<file path="config.mk">
export PLATFORM = sky130hd
export DESIGN_NAME = async_fifo_wr_arb_flat
export DESIGN_NICKNAME = d
export VERILOG_FILES = /design/src/rtl/async_fifo_wr_arb_if.sv /design/src/rtl/async_fifo_wr_arb.sv /design/src/flat_wrapper.sv
export SDC_FILE = /design/constraint.sdc
export NUM_CORES = 1
export LEC_CHECK = 0
export ABC_AREA = 0
export CORE_UTILIZATION = 36
export CTS_CLUSTER_DIAMETER = 150
export DETAILED_ROUTE_END_ITERATION = 8
export GPL_TIMING_DRIVEN = 1
export PLACE_DENSITY_LB_ADDON = 0.08
export SLEW_MARGIN = 10
export SYNTH_ARGS = -nofsm -noshare
export SYNTH_HDL_FRONTEND = slang
export SYNTH_SLANG_ARGS = --single-unit
export TNS_END_PERCENT = 100
</file>
<file path="constraint.sdc">
create_clock -name clk_wr -period 2.3 [get_ports clk_wr]
set_input_delay 0.23 -clock clk_wr [delete_from_list [all_inputs] [get_ports clk_wr]]
set_output_delay 0.23 -clock clk_wr [all_outputs]
set_load 0.01 [all_outputs]
</file>
<file path="src/rtl/async_fifo_wr_arb_if.sv">
`default_nettype none
// ============================================================================
//  Module   : async_fifo_wr_arb_if
//  Purpose  : Bundle of requester-side and FIFO-write-side signals shared by
//             the write-port arbiter and its environment.
//  Ports    : req_valid/req_last/req_data/req_ready - per-requester handshake
//             fifo_wdata/fifo_wren/fifo_full       - FIFO write port
//             grant_id/busy                        - arbiter status
//  Modports : master - requesters + FIFO (drives requests and full flag)
//             slave  - the arbiter
//  Revision : 1.0 - initial release
// ============================================================================
interface async_fifo_wr_arb_if #(
    parameter int NUM_REQ   = 4,
    parameter int DATAWIDTH = 8
);
    localparam int c_GW = $clog2(NUM_REQ);

    logic [NUM_REQ-1:0]           req_valid;
    logic [NUM_REQ-1:0]           req_last;
    logic [NUM_REQ*DATAWIDTH-1:0] req_data;
    logic [NUM_REQ-1:0]           req_ready;
    logic [DATAWIDTH-1:0]         fifo_wdata;
    logic                         fifo_wren;
    logic                         fifo_full;
    logic [c_GW-1:0]              grant_id;
    logic                         busy;

    modport master (
        output req_valid, req_last, req_data, fifo_full,
        input  req_ready, fifo_wdata, fifo_wren, grant_id, busy
    );

    modport slave (
        input  req_valid, req_last, req_data, fifo_full,
        output req_ready, fifo_wdata, fifo_wren, grant_id, busy
    );
endinterface
`default_nettype wire

</file>
<file path="src/rtl/async_fifo_wr_arb.sv">
`default_nettype none
// ============================================================================
//  Module   : async_fifo_wr_arb
//  Purpose  : Round-robin burst arbiter sharing one async-FIFO write port
//             between NUM_REQ valid/ready requesters (write clock domain).
//             A grant ends on last, at MAX_BURST beats, or after
//             IDLE_TIMEOUT consecutive granted cycles without valid.
//  Ports    : clk_wr - write-domain clock
//             wrst_n - asynchronous active-low reset
//             bus    - async_fifo_wr_arb_if.slave (handshakes, FIFO port,
//                      grant_id, busy)
//  Revision : 1.0 - initial release
// ============================================================================
module async_fifo_wr_arb #(
    parameter int NUM_REQ      = 4,
    parameter int DATAWIDTH    = 8,
    parameter int MAX_BURST    = 4,
    parameter int IDLE_TIMEOUT = 3
) (
    input  logic                    clk_wr,
    input  logic                    wrst_n,
    async_fifo_wr_arb_if.slave      bus
);
    localparam int c_GW = $clog2(NUM_REQ);
    localparam int c_BW = $clog2(MAX_BURST + 1);
    localparam int c_IW = $clog2(IDLE_TIMEOUT + 1);

    localparam logic [c_BW-1:0] c_BURST_MAX = c_BW'(MAX_BURST);
    localparam logic [c_IW-1:0] c_IDLE_MAX  = c_IW'(IDLE_TIMEOUT);
    localparam logic [c_GW-1:0] c_LAST_RST  = c_GW'(NUM_REQ - 1);

    typedef enum logic [0:0] {
        ST_IDLE  = 1'b0,
        ST_GRANT = 1'b1
    } state_t;

    state_t              r_state,    w_state_nxt;
    logic [c_GW-1:0]     r_grant_id, w_grant_nxt;
    logic [c_GW-1:0]     r_last_id,  w_last_nxt;
    logic [c_BW-1:0]     r_beat_cnt, w_beat_nxt;
    logic [c_IW-1:0]     r_idle_cnt, w_idle_nxt;
    logic [c_GW-1:0]     w_sel_id;
    logic                w_gvalid;
    logic                w_glast;
    logic                w_xfer;
    logic [NUM_REQ-1:0]  w_ready;
    logic [DATAWIDTH-1:0] w_slice [NUM_REQ];

    generate
        for (genvar i = 0; i < NUM_REQ; i++) begin : g_slice
            assign w_slice[i] = bus.req_data[i*DATAWIDTH +: DATAWIDTH];
        end
    endgenerate

    // Round-robin pick: scan from last_id+NUM_REQ down to last_id+1 so the
    // closest valid requester after last_id is written last and wins.
    always_comb begin
        w_sel_id = r_last_id;
        for (int k = NUM_REQ; k >= 1; k--) begin
            if (bus.req_valid[(int'(r_last_id) + k) % NUM_REQ]) begin
                w_sel_id = c_GW'((int'(r_last_id) + k) % NUM_REQ);
            end
        end
    end

    assign w_gvalid = bus.req_valid[r_grant_id];
    assign w_glast  = bus.req_last[r_grant_id];
    assign w_xfer   = (r_state == ST_GRANT) && w_gvalid && !bus.fifo_full;

    always_comb begin
        w_state_nxt = r_state;
        w_grant_nxt = r_grant_id;
        w_last_nxt  = r_last_id;
        w_beat_nxt  = r_beat_cnt;
        w_idle_nxt  = r_idle_cnt;
        w_ready     = '0;

        case (r_state)
            ST_IDLE: begin
                if (|bus.req_valid) begin
                    w_state_nxt = ST_GRANT;
                    w_grant_nxt = w_sel_id;
                    w_last_nxt  = w_sel_id;
                    w_beat_nxt  = '0;
                    w_idle_nxt  = '0;
                end
            end
            ST_GRANT: begin
                w_ready[r_grant_id] = !bus.fifo_full;

                // A valid cycle (transfer or stall) clears the idle count
                // before the timeout compare, so returning valid wins.
                if (w_gvalid) begin
                    w_idle_nxt = '0;
                end else if (r_idle_cnt != c_IDLE_MAX) begin
                    w_idle_nxt = r_idle_cnt + c_IW'(1);
                end

                if (w_xfer && (r_beat_cnt != c_BURST_MAX)) begin
                    w_beat_nxt = r_beat_cnt + c_BW'(1);
                end

                // last and MAX_BURST on the same beat collapse to one release
                if ((w_xfer && (w_glast || (w_beat_nxt == c_BURST_MAX))) ||
                    (!w_gvalid && (w_idle_nxt == c_IDLE_MAX))) begin
                    w_state_nxt = ST_IDLE;
                end
            end
            default: begin
                w_state_nxt = ST_IDLE;
            end
        endcase
    end

    always_ff @(posedge clk_wr or negedge wrst_n) begin
        if (!wrst_n) begin
            r_state    <= ST_IDLE;
            r_grant_id <= '0;
            r_last_id  <= c_LAST_RST;
            r_beat_cnt <= '0;
            r_idle_cnt <= '0;
        end else begin
            r_state    <= w_state_nxt;
            r_grant_id <= w_grant_nxt;
            r_last_id  <= w_last_nxt;
            r_beat_cnt <= w_beat_nxt;
            r_idle_cnt <= w_idle_nxt;
        end
    end

    // Write path is purely combinational so the FIFO full flag is honoured
    // in the same cycle it is presented.
    assign bus.req_ready  = w_ready;
    assign bus.fifo_wren  = w_xfer;
    assign bus.fifo_wdata = w_slice[r_grant_id];
    assign bus.grant_id   = r_grant_id;
    assign bus.busy       = (r_state == ST_GRANT);

endmodule
`default_nettype wire

</file>
<file path="src/flat_wrapper.sv">
// flat-port wrapper written by rule: the top's interface ports become plain ports
module async_fifo_wr_arb_flat 
#(
    parameter int NUM_REQ      = 4,
    parameter int DATAWIDTH    = 8,
    parameter int MAX_BURST    = 4,
    parameter int IDLE_TIMEOUT = 3
)
  (clk_wr, wrst_n, bus_req_valid, bus_req_last, bus_req_data, bus_fifo_full, bus_req_ready, bus_fifo_wdata, bus_fifo_wren, bus_grant_id, bus_busy);
  async_fifo_wr_arb_if #(.NUM_REQ(NUM_REQ), .DATAWIDTH(DATAWIDTH)) bus_i ();
  input  logic clk_wr;
  input  logic wrst_n;
  input wire logic [$bits(bus_i.req_valid)-1:0] bus_req_valid;
  input wire logic [$bits(bus_i.req_last)-1:0] bus_req_last;
  input wire logic [$bits(bus_i.req_data)-1:0] bus_req_data;
  input wire logic [$bits(bus_i.fifo_full)-1:0] bus_fifo_full;
  output wire logic [$bits(bus_i.req_ready)-1:0] bus_req_ready;
  output wire logic [$bits(bus_i.fifo_wdata)-1:0] bus_fifo_wdata;
  output wire logic [$bits(bus_i.fifo_wren)-1:0] bus_fifo_wren;
  output wire logic [$bits(bus_i.grant_id)-1:0] bus_grant_id;
  output wire logic [$bits(bus_i.busy)-1:0] bus_busy;
  assign bus_i.req_valid = bus_req_valid;
  assign bus_i.req_last = bus_req_last;
  assign bus_i.req_data = bus_req_data;
  assign bus_i.fifo_full = bus_fifo_full;
  assign bus_req_ready = bus_i.req_ready;
  assign bus_fifo_wdata = bus_i.fifo_wdata;
  assign bus_fifo_wren = bus_i.fifo_wren;
  assign bus_grant_id = bus_i.grant_id;
  assign bus_busy = bus_i.busy;
  async_fifo_wr_arb #(.NUM_REQ(NUM_REQ), .DATAWIDTH(DATAWIDTH), .MAX_BURST(MAX_BURST), .IDLE_TIMEOUT(IDLE_TIMEOUT)) u_core (.clk_wr(clk_wr), .wrst_n(wrst_n), .bus(bus_i));
endmodule
</file>
==> Yosys cells after proc, flatten, opt, wreduce, memory -nomap -nowiden <==
Cells that the tools add are included.
Widths: inputs -> output; s select.
{ "word_totals": {"register_bits": 10, "latchBits": 0, "ramBits": 0, "romBits": 0, "inputBits": 43, "output_inout_bits": 16, "elab_cells": 84, "memories": 0} }
{ "classes": {"n_addsub": 6, "n_mul": 0, "div": 0, "n_lt_le_gt_ge": 7, "n_eq_ne": 5, "shifts": 0, "mux": 38, "n_bitwise": 7, "n_reduce_logical": 16} }
{ "op_table": {"columns": ["op", "n"], "rows": [
  ["$bmux 8 s2", 1],
  ["$lt 3x4->1 const B", 4],
  ["$mux 2", 8],
  ["$mux 8", 2],
  ["$mux 1", 13],
  ["$bmux 1 s2", 6],
  ["$mux 3", 3],
  ["$reduce_or 2->1", 4],
  ["$add 2x1->2 const B", 3],
  ["$logic_and 1x1->1", 6],
  ["$pmux 3 s2", 1],
  ["$add 2x2->2 const B", 2],
  ["$and 1x1->1 const A", 4],
  ["$and 4x4->4", 1],
  ["$mux 4", 1],
  ["$pmux 2 s2", 1],
  ["$reduce_or 4->1", 1],
  ["$add 3x1->3 const B", 1],
  ["$eq 3x3->1 const B", 1],
  ["$ge 3x3->1 const B", 1],
  ["$lt 2x3->1 const B", 1],
  ["$ne 3x3->1 const B", 1],
  ["$not 2->3", 1],
  ["$demux 1 s2", 1],
  ["9 further kinds", 11]
]} }

==> Longest topological paths before layout <==
Gate-level depths: netlist (run 1).
{ "depth": {"ltp_word": 13, "mapped_depth": 6, "mapped_depth_nobuf": 6} }

==> Worst setup path after synthesis (run 1) <==
OpenSTA, ideal clock, no wires.
{ "synth_timing": {"kind": "reg-to-reg", "from": "register u_core.r_grant_id[0], in the netlist u_core.bus.grant_id[0]", "to": "register u_core.r_state, in the netlist u_core.bus.busy", "setup_time_ps": 94, "t_arrival_ps": 1580, "t_required_ps": 2206, "path_slack_ps": 627, "path_stages_with_launch": 5, "path_buffers": 1, "synth_period_minus_slack_ps": 1673, "path_cell_list": "dfrtp_1 buf_6 mux4_2 a311o_1 a221oi_2"} }
{ "synth_between": {"elab_chain_len": 13, "elab_cells_between_ends": 20, "classes_between": "2 x eq/ne; 10 x mux; 8 x reduce/logical"} }
{ "synth_rtl": {"columns": ["element", "line", "rtl"], "rows": [
  ["from (decl)", "async_fifo_wr_arb.sv:38", "logic [c_GW-1:0] r_grant_id, w_grant_nxt;"],
  ["from (signal assigned)", "async_fifo_wr_arb.sv:124", "r_grant_id <= w_grant_nxt;"],
  ["$bmux 1 s2", "async_fifo_wr_arb.sv:66", "assign w_gvalid = bus.req_valid[r_grant_id];"],
  ["$mux 1 (implied by the code)", "async_fifo_wr_arb.sv:66", null],
  ["$logic_and 1x1->1 (2 in series)", "async_fifo_wr_arb.sv:68", "assign w_xfer = (r_state == ST_GRANT) && w_gvalid && !bus.fifo_full;"],
  ["$logic_and 1x1->1", "async_fifo_wr_arb.sv:99", "if (w_xfer && (r_beat_cnt != c_BURST_MAX)) begin"],
  ["$mux 3", "async_fifo_wr_arb.sv:99", null],
  ["$mux 3", "async_fifo_wr_arb.sv:78", "case (r_state)"],
  ["$eq 3x3->1", "async_fifo_wr_arb.sv:104", "if ((w_xfer && (w_glast || (w_beat_nxt == c_BURST_MAX))) ||"],
  ["$logic_or 1x1->1", "async_fifo_wr_arb.sv:104", null],
  ["$logic_and 1x1->1", "async_fifo_wr_arb.sv:104", null],
  ["$logic_or 1x1->1 (*)", "async_fifo_wr_arb.sv:104", null],
  ["$mux 1 (*)", "async_fifo_wr_arb.sv:104", null],
  ["$pmux 1 s2 (*)", "async_fifo_wr_arb.sv:78", null],
  ["net u_core.w_state_nxt", "async_fifo_wr_arb.sv:37", "state_t r_state, w_state_nxt;"],
  ["to (signal assigned)", "async_fifo_wr_arb.sv:123", "r_state <= w_state_nxt;"],
  ["to (decl)", "async_fifo_wr_arb.sv:37", null]
]} }
The timed path passes the listed nets; every way through them passes the cells marked *. The select of a mux whose other input is x is not followed.
A chain may end at the register's enable or synchronous reset.

==> Final worst setup path (run 1) <==
{ "layout_timing": {"from": "register u_core.r_grant_id[0], in the netlist u_core.bus.grant_id[0]", "to": "output bus_fifo_wdata[6]"} }
{ "layout_between": {"elab_chain_len": 4} }
{ "layout_rtl": {"columns": ["element", "line", "rtl"], "rows": [
  ["$not 2->3 (implied by the code)", "async_fifo_wr_arb.sv:135", "assign bus.fifo_wdata = w_slice[r_grant_id];"],
  ["$bmux 8 s2", "async_fifo_wr_arb.sv:135", null],
  ["$mux 8 (implied by the code) (2 in series)", "async_fifo_wr_arb.sv:135", null],
  ["to (decl)", "flat_wrapper.sv:18", "output wire logic [$bits(bus_i.fifo_wdata)-1:0] bus_fifo_wdata;"]
]} }
Every way passes these cells. The select of a mux whose other input is x is not followed.

==> flow_summary_export.csv, run 1 <==
group,metric,value,unit
placement,dpl.cell_count,178,
clocking,cts_buffer_depth,2,
power,p_leak,0.648,nW
clocking,cts_tree,"built",
synthesis,async_flop_share,100,%
synthesis,synth_compound_area_share,18.0,%
clocking,cts-root-buf,"clkbuf_4",
synthesis,synth_top_cell_area_share,21.9,%
setup_path,ff2ff_setup_slack,0.45,ns
final_layout,final_util,69.1,%
timing,setup_tns,0,ns
synthesis,synth.distinct_cells,33,
detailed_routing,detail_route.wl_per_cell,15.9,um
synthesis,synth-main-ff-cell,"dfrtp_1",
clocking,cts_buffers,3,
synthesis,synth-simple-area-share,17.3,%
timing,finalHoldViolations,0,
timing,skew,0.0119,ns
clocking,clk_latency,0.28,ns
global_routing,grt_max_degree,16,
synthesis,netlist_area,916,sq um
synthesis,synth_top_family_by_area,"multiplexers",
final_layout,drive_gt1_share,14.9,%
placement,io_buffers,58,
floorplanning,initial_utilization,39.9,%
synthesis,synthMuxAreaShare,29.2,%
detailed_routing,drt_wl_total,2.90,mm
timing,rsz0062_at_grt,"false",
outcome,status,"complete, no violations",
final_layout,antenna_cells,0,
floorplanning,die_h,52.4,um
floorplanning,rows,17,
floorplanning,die_x,52.4,um
timing,finalSetupViolations,0,
global_routing,grt_first_pass_wirelength,4.81,mm
setup_path,crit_fanout,15,
final_layout,final_area,1590,sq um
clocking,h-tree-depth,1,
detailed_routing,ant_nets,0,
placement,dp_slack,0.234,ns
synthesis,yosys-top-cells-area,"dfrtp_1 (22%), mux4_2 (17%), mux4_1 (8.6%)",
floorplanning,io_pins,59,
timing,maxSlewViolCount,0,
final_layout,final_cell_mix,"clkdlybuf4s50_1 (58), nor2_1 (9), dfrtp_1 (8)",
timing,fmax,458,MHz
job,drv_cap,0,
placement,placed_cell_area,1560,sq um
detailed_routing,via_count,1005,
synthesis,syn_nets,135,
synthesis,avgSynthCellArea,10.2,sq um
detailed_routing,firstDrtPassIters,4,
synthesis,seq_area_frac_synth,27.6,%
power,vdd_drop_max,0.642,mV
detailed_routing,drcViolationCount,0,
timing,slew_headroom,67.1,%
timing,fin_crit,2.18,ns
floorplanning,die-area,2750,sq um
final_layout,fin_nets,200,
clocking,clkSinkCount,10,
timing,worst_slack,0.117,ns
detailed_routing,drt_iter0_drc,28,
clocking,cts.clk_slew.worst_paths,0.07,ns
setup_path,rr_worst_depth,4,
synthesis,syn-instance-count,90,
synthesis,synthXorXnorAreaFrac,0,%
synthesis,ys_ff_latch,10,
final_layout,syn_to_final_growth,73.2,%
final_layout,finalNonFillerCells,182,
synthesis,yosys.area_share.adder,2.73,%
floorplanning,core,2300,sq um
timing,tightest_slew,0.489,ns
hold_path,holdCritPathClass,"in -> async",
setup_path,start_kind,"flip-flop",
detailed_routing,via_per_inst,5.52,
setup_path,arrival,1.95,ns
global_routing,antenna_found_initial,0,
global_routing,track_usage,24.6,%
global_routing,grt_pass1_vias,1011,
timing,period_share,94.9,%
global_routing,grt_overflow,0,
setup_path,path_class,"reg -> out",
synthesis,synth_edf_count,0,
synthesis,yosysTopAreaCell,"dfrtp_1",
placement,gp_congestion,0.872,
placement,dp_hpwl,2.36,mm
final_layout,final_common_cell,"clkdlybuf4s50_1",
power,power_density,959,nW/um^2
setup_path,end_kind,"output port",
synthesis,ys_warn_count,0,
setup_path,crit_required,2.07,ns
power breakdown:
part           internal [mW]  leakage, nW  switching, mW  total, mW
combinational          0.601        0.513          0.407       1.01
clock                 0.0672       0.0150         0.0653      0.132
sequential             0.266        0.120          0.115      0.381
total                  0.935        0.648          0.587       1.52
cells in the mapped netlist, drive strengths merged, types with 2 or more instances:
master	count
a211oi	2
a21o	2
a21oi	7
and2	2
buf	2
clkbuf	3
dfrtp	8
dfstp	2
ha	2
inv	5
mux2i	2
mux4	10
nand2	7
nand2b	5
nor2	9
nor2b	2
nor4	2
o21ai	5
through the flow:
step                      hold WS [ns]  total power [mW]
after floorplan                -0.0656             0.957
after global placement           0.476              1.35
after detailed placement         0.484              1.39
after CTS                        0.281              1.52
after global routing             0.295              1.65
final                            0.266              1.52
area by class of cell:
| class | instances | area (sq um) |
|---|---|---|
| flip-flops and latches | 10 | 253 |
| inverters | 5 | 18.8 |
| clock buffers | 4 | 26.3 |
| repair buffers | 65 | 637 |
| well taps | 28 | 35.0 |
| multi-input cells | 70 | 617 |
| fillers | 193 | 711 |
cells by family (layout without fill, tap and decap cells):
logic type,Yosys count,after routing
simple gates,32,32
compound gates,23,23
mux,13,13
flops,10,10
buf+inv,10,74
fa+ha+maj,2,2
worst max-delay path, cell delays in order (launching register included):
cell and delay (ns):
dfrtp_1 0.40, buf_6 0.21, mux4_1 0.57, clkdlybuf4s50_1 0.50
routing by layer:
| metal | track usage [%] | vias to the layer above | part of all wire, % |
|---|---|---|---|
| met5 | 0 | - | 0 |
| met4 | 11.0 | 0 | 2.5 |
| met3 | 8.41 | 10 | 6.6 |
| met2 | 40.1 | 41 | 49 |
| met1 | 28.9 | 480 | 42 |
| li1 | - | 474 | - |
sequential cells by signal (all words and copies together) (netlist names):
register,flops
u_core.bus.busy,1
u_core.r_last_id,2
u_core.bus.grant_id,2
u_core.r_idle_cnt,2
u_core.r_beat_cnt,3
path summary, 6_finish.rpt:
kind                                   startpoint                    to
setup / recovery           u_core.bus.grant_id[0]     bus_fifo_wdata[6]
hold / removal                             wrst_n  u_core.r_beat_cnt[2]
setup reg to reg           u_core.bus.grant_id[0]       u_core.bus.busy
hold reg to reg              u_core.r_idle_cnt[1]       u_core.bus.busy
max in group asynchronous                  wrst_n   u_core.r_last_id[0]
min in group clk_wr          u_core.r_idle_cnt[1]       u_core.bus.busy
what timing repair did:
| item | in CTS | in global routing |
|---|---|---|
| hold buffers | 0 | 0 |
| setup endpoints to repair | 0 | 3 |
| hold endpoints to repair | 0 | 0 |
| resized for setup | 0 | 1 |
| buffers inserted | 0 | 0 |
Note: power is estimated with default switching activity, not from simulation.
==> inputs of run 2 (changes only) <==
--- a/config.mk
+++ b/config.mk
@@ -6,6 +6,7 @@
 export NUM_CORES = 1
 export LEC_CHECK = 0
 export ABC_AREA = 0
+export CORE_MARGIN = 2
 export CORE_UTILIZATION = 36
 export CTS_CLUSTER_DIAMETER = 150
 export DETAILED_ROUTE_END_ITERATION = 8
==> flow_summary_export.csv, run 2 (same netlist as run 1, synthesis figures left out) <==
group,metric,value,unit
detailed_routing,via_per_inst,5.36,
setup_path,timing.rr.start,"u_core.bus.grant_id[0]",
outcome,status,"complete, no violations",
clocking,ctsHoldBuffers,0,
floorplanning,die_x,54.4,um
setup_path,start_kind,"flip-flop",
setup_path,path_class,"reg -> out",
setup_path,crit_fanout,6,
placement,io_buffers,58,
timing,slew_headroom,66.8,%
timing,setup_tns,0,ns
clocking,clkSinkCount,10,
final_layout,drive_gt1_share,16.8,%
timing,finalHoldViolations,0,
final_layout,finalNonFillerCells,185,
final_layout,antenna_cells,0,
setup_path,critPathMaxStageDelay,0.55,ns
timing,whs,0.275,ns
clocking,cts-root-buf,"clkbuf_4",
detailed_routing,firstDrtPassIters,4,
setup_path,cp.buffers_inverters,1,
global_routing,antenna_found_initial,0,
setup_path,cp_top_family,"multiplexers",
final_layout,fillers,205,
power,p_leak,0.657,nW
final_layout,ff_latch_area,254,sq um
final_layout,multi_input_area,617,sq um
detailed_routing,drt_wl_total,2.73,mm
setup_path,critical_path.slowest_cell,"mux4_2",
clocking,cts.clk_slew.worst_paths,0.07,ns
job,drv_cap,0,
final_layout,syn_to_final_growth,75.5,%
global_routing,grt_first_pass_wirelength,4.20,mm
final_layout,largest_reg_flops,3,
setup_path,startpoint,"u_core.bus.grant_id[0]",
final_layout,final_cell_mix,"clkdlybuf4s50_1 (58), nor2_1 (9)",
floorplanning,die-area,2960,sq um
final_layout,final_area,1610,sq um
detailed_routing,via_count,991,
detailed_routing,ant_nets,0,
floorplanning,die_h,54.4,um
hold_path,holdCritPathClass,"in -> async",
floorplanning,initial_utilization,37.3,%
floorplanning,io_pins,59,
final_layout,fin_nets,201,
clocking,clk_latency,0.26,ns
timing,worst_slack,0.112,ns
clocking,cts_tree,"built",
power,power,1.55,mW
timing,skew,0.00293,ns
clocking,h-tree-depth,1,
floorplanning,core,2450,sq um
placement,dp_slack,0.179,ns
timing,maxSlewViolCount,0,
detailed_routing,drt_iter0_drc,14,
placement,gp_congestion,0.721,
timing,finalSetupViolations,0,
final_layout,top_register,"u_core.r_beat_cnt",
timing,period_share,95.1,%
setup_path,crit_required,2.07,ns
clocking,cts_buffers,3,
timing,fmax,457,MHz
placement,dpl.cell_count,179,
timing,fin_crit,2.19,ns
detailed_routing,detail_route.wl_per_cell,14.7,um
setup_path,end_kind,"output port",
power,vdd_drop_max,0.600,mV
detailed_routing,drcViolationCount,0,
global_routing,grt_pass1_vias,966,
setup_path,arrival,1.96,ns
placement,placed_cell_area,1550,sq um
final_layout,final_common_cell,"clkdlybuf4s50_1",
floorplanning,rows,18,
clocking,cts_buffer_depth,2,
power,power_density,962,nW/um^2
timing,tightest_slew,0.494,ns
placement,dp_hpwl,2.23,mm
global_routing,grt_max_degree,12,
global_routing,track_usage,19.5,%
timing,rsz0062_at_grt,"false",
setup_path,path_cells,"mux4_2, and2_1, clkdlybuf4s50_1",
global_routing,grt_overflow,0,
final_layout,final_util,65.5,%
run 2: cell types whose count changed in the layout (fill, tap and decap cells not counted):
| cell | previous run | this run |
|---|---|---|
| buf_4 | 6 | 7 |
| dfrtp_1 | 8 | 7 |
| clkbuf_1 | 1 | 0 |
| dfrtp_2 | 0 | 1 |
| clkbuf_8 | 0 | 1 |
run 2: path summary, 6_finish.rpt:
check | slack (ns) | endpoint | cells past startpoint
setup / recovery | 0.11 | bus_fifo_wren | 3
hold / removal | 0.28 | u_core.bus.busy | 1
setup reg to reg | 0.53 | u_core.bus.busy | 4
hold reg to reg | 0.51 | u_core.bus.busy | 1
max in group asynchronous | 1.69 | u_core.r_last_id[1] | 1
min in group clk_wr | 0.51 | u_core.bus.busy | 1
run 2: power by group:
group | switching, mW | total [mW] | internal (mW)
sequential | 0.119 | 0.387 | 0.268
combinational | 0.392 | 1.01 | 0.614
clock | 0.0583 | 0.154 | 0.0960
run 2: layer usage:
metal	wire length, um	track usage [%]	part of all wire, %
met4	14	6.25	0.51
met5	0	0	0
met2	1380	38.2	51
met1	1030	20.1	38
met3	305	4.37	11
run 2: final cells by class:
class / count / share of cell area [%]
clock buffer: 4 / 2.26
tap: 30 / 2.33
timing repair buffer: 66 / 40.1
sequential: 10 / 15.8
multi-input combinational: 70 / 38.4
inverter: 5 / 1.17
run 2: repair_timing:
action / in CTS / in global routing
endpoints found under the hold margin: 0 / 0
setup buffers: 0 / 2
setup endpoints to repair: 2 / 2
resized for setup: 1 / 1
==> RTL change 1, RTL diff (settings of run 1) <==
`MAX_BURST` is set to 4 in 2 places; all go to 16.
--- a/src/rtl/async_fifo_wr_arb.sv
+++ b/src/rtl/async_fifo_wr_arb.sv
@@ -14,7 +14,7 @@
 module async_fifo_wr_arb #(
     parameter int NUM_REQ      = 4,
     parameter int DATAWIDTH    = 8,
-    parameter int MAX_BURST    = 4,
+    parameter int MAX_BURST    = 16,
     parameter int IDLE_TIMEOUT = 3
 ) (
     input  logic                    clk_wr,
--- a/src/flat_wrapper.sv
+++ b/src/flat_wrapper.sv
@@ -3,7 +3,7 @@
 #(
     parameter int NUM_REQ      = 4,
     parameter int DATAWIDTH    = 8,
-    parameter int MAX_BURST    = 4,
+    parameter int MAX_BURST    = 16,
     parameter int IDLE_TIMEOUT = 3
 )
   (clk_wr, wrst_n, bus_req_valid, bus_req_last, bus_req_data, bus_fifo_full, bus_req_ready, bus_fifo_wdata, bus_fifo_wren, bus_grant_id, bus_busy);
Check against the original RTL: no difference found for any inputs over 4 cycles, from zero or initial values and one cycle with wrst_n low; that may be too few to reach the edited logic, so the function may still have changed.
==> RTL change 1 against run 1 <==
  * Sequential cell count grew 2
  * Setup slack lost 3.6 ps
  * Core utilization shrank 10 points
  * Hold slack gained 48 ps
  * Area after synthesis grew 24%
  * Via count grew 18%
  * Non-clock buffer count shrank 4
  * Routed wire length grew 15%
  * Cell area grew 13%
  * Combinational power grew 20%
  * Maximum frequency shrank 0.16%
  * Power grew 17%
  * Global-route usage shrank 4.5 points
  * Critical path type unchanged
==> RTL change 1: results (changes against run 1) <==
Number of global-route vias before repair: 1146 (was 1011)
Part of the power in combinational logic: 0.681 (was 0.662)
Yosys cell types: 50 (was 33)
Reg power frac: 0.243 (was 0.251)
DRT iter0 DRCs: 51 (was 28)
Switching share of power: 0.402 (was 0.386)
Largest net degree at the start of global routing: 14 (was 16)
Status: finished clean (unchanged)
Routing usage on met3: 0.0491 (was 0.0841)
Reg2reg start: u_core.r_beat_cnt[0] (was u_core.bus.grant_id[0])
First drt pass iteration count: 4 (unchanged)
CP Max Fanout: 13 (was 15)
Pwr Total: 1.78 mW (was 1.52 mW)
Slew HR: 0.575 (was 0.671)
Detail Route met3 WL: 355 um (was 191 um)
Fmax: 457 MHz (was 458 MHz)
Ranking of synthesized cells by area: dfrtp_1 22%, mux4_2 20%, dfstp_2 4.6%, nand2_1 4.3%, inv_1 2.6% (was dfrtp_1 22%, mux4_2 17%, mux4_1 8.6%, dfstp_2 5.7%, a21oi_1 3.8%)
Post-DP HPWL: 2780 um (was 2360 um)
Layout cells sized above 1: 0.138 (was 0.149)
Routed wire length: 3350 um (was 2900 um)
Total Routing Usage GR: 0.201 (was 0.246)
Routed wl met2: 1570 um (was 1420 um)
Met1 Usage GRT: 0.247 (was 0.289)
Final hold slack: 314 ps (was 266 ps)
Max FFs per register: 5 (was 3)
Worst Setup SP: u_core.bus.grant_id[0] (unchanged)
WL met1: 1400 um (was 1210 um)
Clock Skew: 19.4 ps (was 11.9 ps)
Syn nets: 162 (was 135)
Avg Vias per Cell: 5.45 (was 5.52)
Place WS: 212 ps (was 234 ps)
Register-to-Register Path Depth: 6 (was 4)
HP Class: in2async (unchanged)
Syn avg cell area: 9.72 um^2 (was 10.2 um^2)
Top reg by flops: u_core.r_beat_cnt (unchanged)
Final std cells w/o fill: 218 (was 182)
Placed insts: 214 (was 178)
Top post-synthesis cells by count: 13 x nand2_1, 10 x dfrtp_1, 10 x mux4_2 (was 9 x nor2_1, 8 x dfrtp_1, 7 x a21oi_1, 7 x mux4_2, 7 x nand2_1)
Placer Congestion: 0.953 (was 0.872)
Buffers added on ports: 58 (unchanged)
R2r setup slk: 290 ps (was 450 ps)
Number of CTS-inserted buffers: 3 (unchanged)
Peak supply drop: 0.596 mV (was 0.642 mV)
Clk slew on worst S/H paths: 90 ps (was 70 ps)
Seq/Total Area, Yosys: 0.266 (was 0.276)
Met2 usage: 0.363 (was 0.401)
==> RTL change 1: cell count changes in the layout (fill, tap and decap cells not counted), moves of 3 or more <==
cell and delta:
inv_1 +3, buf_4 -4, a21oi_1 -3, mux4_1 -3
nand2_1 +6, mux4_2 +3, nand3_1 +4, nand2b_1 -3
==> RTL change 1: kinds of logic (layout without fill, tap and decap cells) <==
group,Yosys count,in the layout,share of synthesized area
buf+inv,17,74,0.0693
flops,12,12,0.266
xor+xnor,1,1,0.00770
simple gates,46,46,0.229
mux,12,12,0.220
fa+ha+maj,2,2,0.0220
compound gates,27,27,0.186
==> RTL change 1: layout make-up <==
class	instances	area, um^2
Fill cell	280	1240
Multi-Input combinational cell	88	756
Timing Repair Buffer	61	616
Sequential cell	12	303
Tap cell	44	55.1
Inverter	9	33.8
Clock buffer	4	26.3
==> RTL change 1: critical path, stage by stage, from the launching register on <==
cell and delay (ps):
dfrtp_1 510, buf_12 190, mux4_2 500, clkdlybuf4s50_1 500
==> RTL change 2, RTL diff (settings of run 1) <==
Made on the original files. Reset style: synchronous (`wrst_n`), changed in one clocked block. Comments in the files are not updated.
--- a/src/rtl/async_fifo_wr_arb.sv
+++ b/src/rtl/async_fifo_wr_arb.sv
@@ -112,7 +112,7 @@
         endcase
     end
 
-    always_ff @(posedge clk_wr or negedge wrst_n) begin
+    always_ff @(posedge clk_wr) begin
         if (!wrst_n) begin
             r_state    <= ST_IDLE;
             r_grant_id <= '0;
Formal check against the unedited RTL: differs if wrst_n is asserted again (counterexample within 4 cycles, from zero or initial values and one cycle with wrst_n low); with wrst_n held inactive, the same outputs for 4 cycles.
==> RTL change 2 against run 1 <==
  * Synthesized cell count is 3.3% higher
  * Area after synthesis is 2.7% lower
  * Maximum frequency is 3.6% higher
  * Routed wire length is 7.4% lower
  * Cell area is 0.95% lower
  * Global-route usage is 4.1 points lower
  * Die area is 2.6% lower
  * Setup slack better by 76 ps
  * Sequential cell count stayed put
  * Non-clock buffer count is 1 higher
  * Critical endpoint is now bus_fifo_wren
  * Highest routed layer unchanged
Power is not compared: it rests on default switching activity, and its combinational part moved more than twofold at a synthesized area within 25%.
==> RTL change 2: results (changes against run 1) <==
DRT iter0 DRCs: 28 (unchanged)
Dpl cell area: 1540 um^2 (was 1560 um^2)
Routed wl met2: 1250 um (was 1420 um)
Bufs w/o clock: 66 (was 65)
Yosys cell types: 30 (was 33)
Clock Skew: 1.30 ps (was 11.9 ps)
Routing usage on met3: 0.0439 (was 0.0841)
WL met1: 1160 um (was 1210 um)
Nets: 205 (was 200)
Met2 usage: 0.335 (was 0.401)
R2r setup slk: 640 ps (was 450 ps)
End of the critical path: bus_fifo_wren (was bus_fifo_wdata[6])
Crit path DAT: 1880 ps (was 1950 ps)
Largest net degree at the start of global routing: 12 (was 16)
Status: finished clean (unchanged)
Detail Route met3 WL: 267 um (was 191 um)
CP Max Fanout: 4 (was 15)
Placed insts: 183 (was 178)
Avg Vias per Cell: 5.36 (was 5.52)
Met1 Usage GRT: 0.268 (was 0.289)
Layout cells sized above 1: 0.170 (was 0.149)
Inverters: 7 (was 5)
Register-to-Register Path Depth: 5 (was 4)
Ranking of synthesized cells by area: mux4_2 28%, dfxtp_1 22%, nor2b_1 4.9%, nor2_1 3.4%, inv_1 2.9% (was dfrtp_1 22%, mux4_2 17%, mux4_1 8.6%, dfstp_2 5.7%, a21oi_1 3.8%)
Worst Setup SP: u_core.bus.grant_id[0] (unchanged)
Place WS: 201 ps (was 234 ps)
Wirelength per Cell: 14.4 um (was 15.9 um)
Number of global-route vias before repair: 913 (was 1011)
Final hold slack: 490 ps (was 266 ps)
Sequential cell area share: 0.127 (was 0.159)
Worst setup margin: 193 ps (was 117 ps)
H-tree levels: 1 (unchanged)
Crit-path slowest cell: mux4_2 (was mux4_1)
Routed wire length: 2690 um (was 2900 um)
Slew @ Worst Pin: 479 ps (was 489 ps)
Synth async-reset ratio: 0 (was 1.00)
Reg2Reg Capture Point: u_core.r_beat_cnt[2] (was u_core.bus.busy)
Multi-input gate share of total cell area: 0.403 (was 0.389)
Number of multi-input logic gates: 72 (was 70)
Register area: 200 um^2 (was 253 um^2)
First-pass GRT wire length: 4140 um (was 4810 um)
Top cell family by delay on the critical path: multiplexers (was buffers and inverters)
Top post-synthesis cells by count: 11 x mux4_2, 10 x dfxtp_1, 8 x nor2_1 (was 9 x nor2_1, 8 x dfrtp_1, 7 x a21oi_1, 7 x mux4_2, 7 x nand2_1)
Clock root cell: clkbuf_4 (unchanged)
Syn nets: 138 (was 135)
Fillers: 178 (was 193)
Synth Instances: 93 (was 90)
Clock-cell share: 0.0231 (was 0.0166)
Max FFs per register: 3 (unchanged)
Top reg by flops: u_core.r_beat_cnt (unchanged)
Clock latency on the worst-skew pair: 260 ps (was 280 ps)
HP Class: reg2reg (was in2async)
Seq/Total Area, Yosys: 0.225 (was 0.276)
Total Routing Usage GR: 0.205 (was 0.246)
Dominant synthesized flop cell: dfxtp_1 (was dfrtp_1)
## RTL change 2: changes by cell type in the layout (fill, tap and decap cells not counted), moves of 4 or more
| cell | before | now |
|---|---|---|
| mux4_2 | 7 | 11 |
| dfrtp_1 | 8 | 0 |
| dfxtp_1 | 0 | 10 |
| nand2b_1 | 5 | 0 |
| nor2b_1 | 2 | 7 |
## RTL change 2: cell families (layout without fill, tap and decap cells)
kind of cell / count (synthesis) / count (layout) / synth area share
and+or+nand+nor: 34 / 34 / 0.202
DFF: 10 / 10 / 0.225
AOI/OAI and AO/OA: 25 / 25 / 0.202
buffers and inverters: 11 / 77 / 0.0646
adders and majority gates: 2 / 2 / 0.0281
muxes: 11 / 11 / 0.278
## RTL change 2: worst register-to-register path: stages (launching register included)
cell and delay, ps:
dfxtp_1 370, mux4_2 570, and2_1 200, buf_4 150, a22oi_2 180, a311oi_2 60
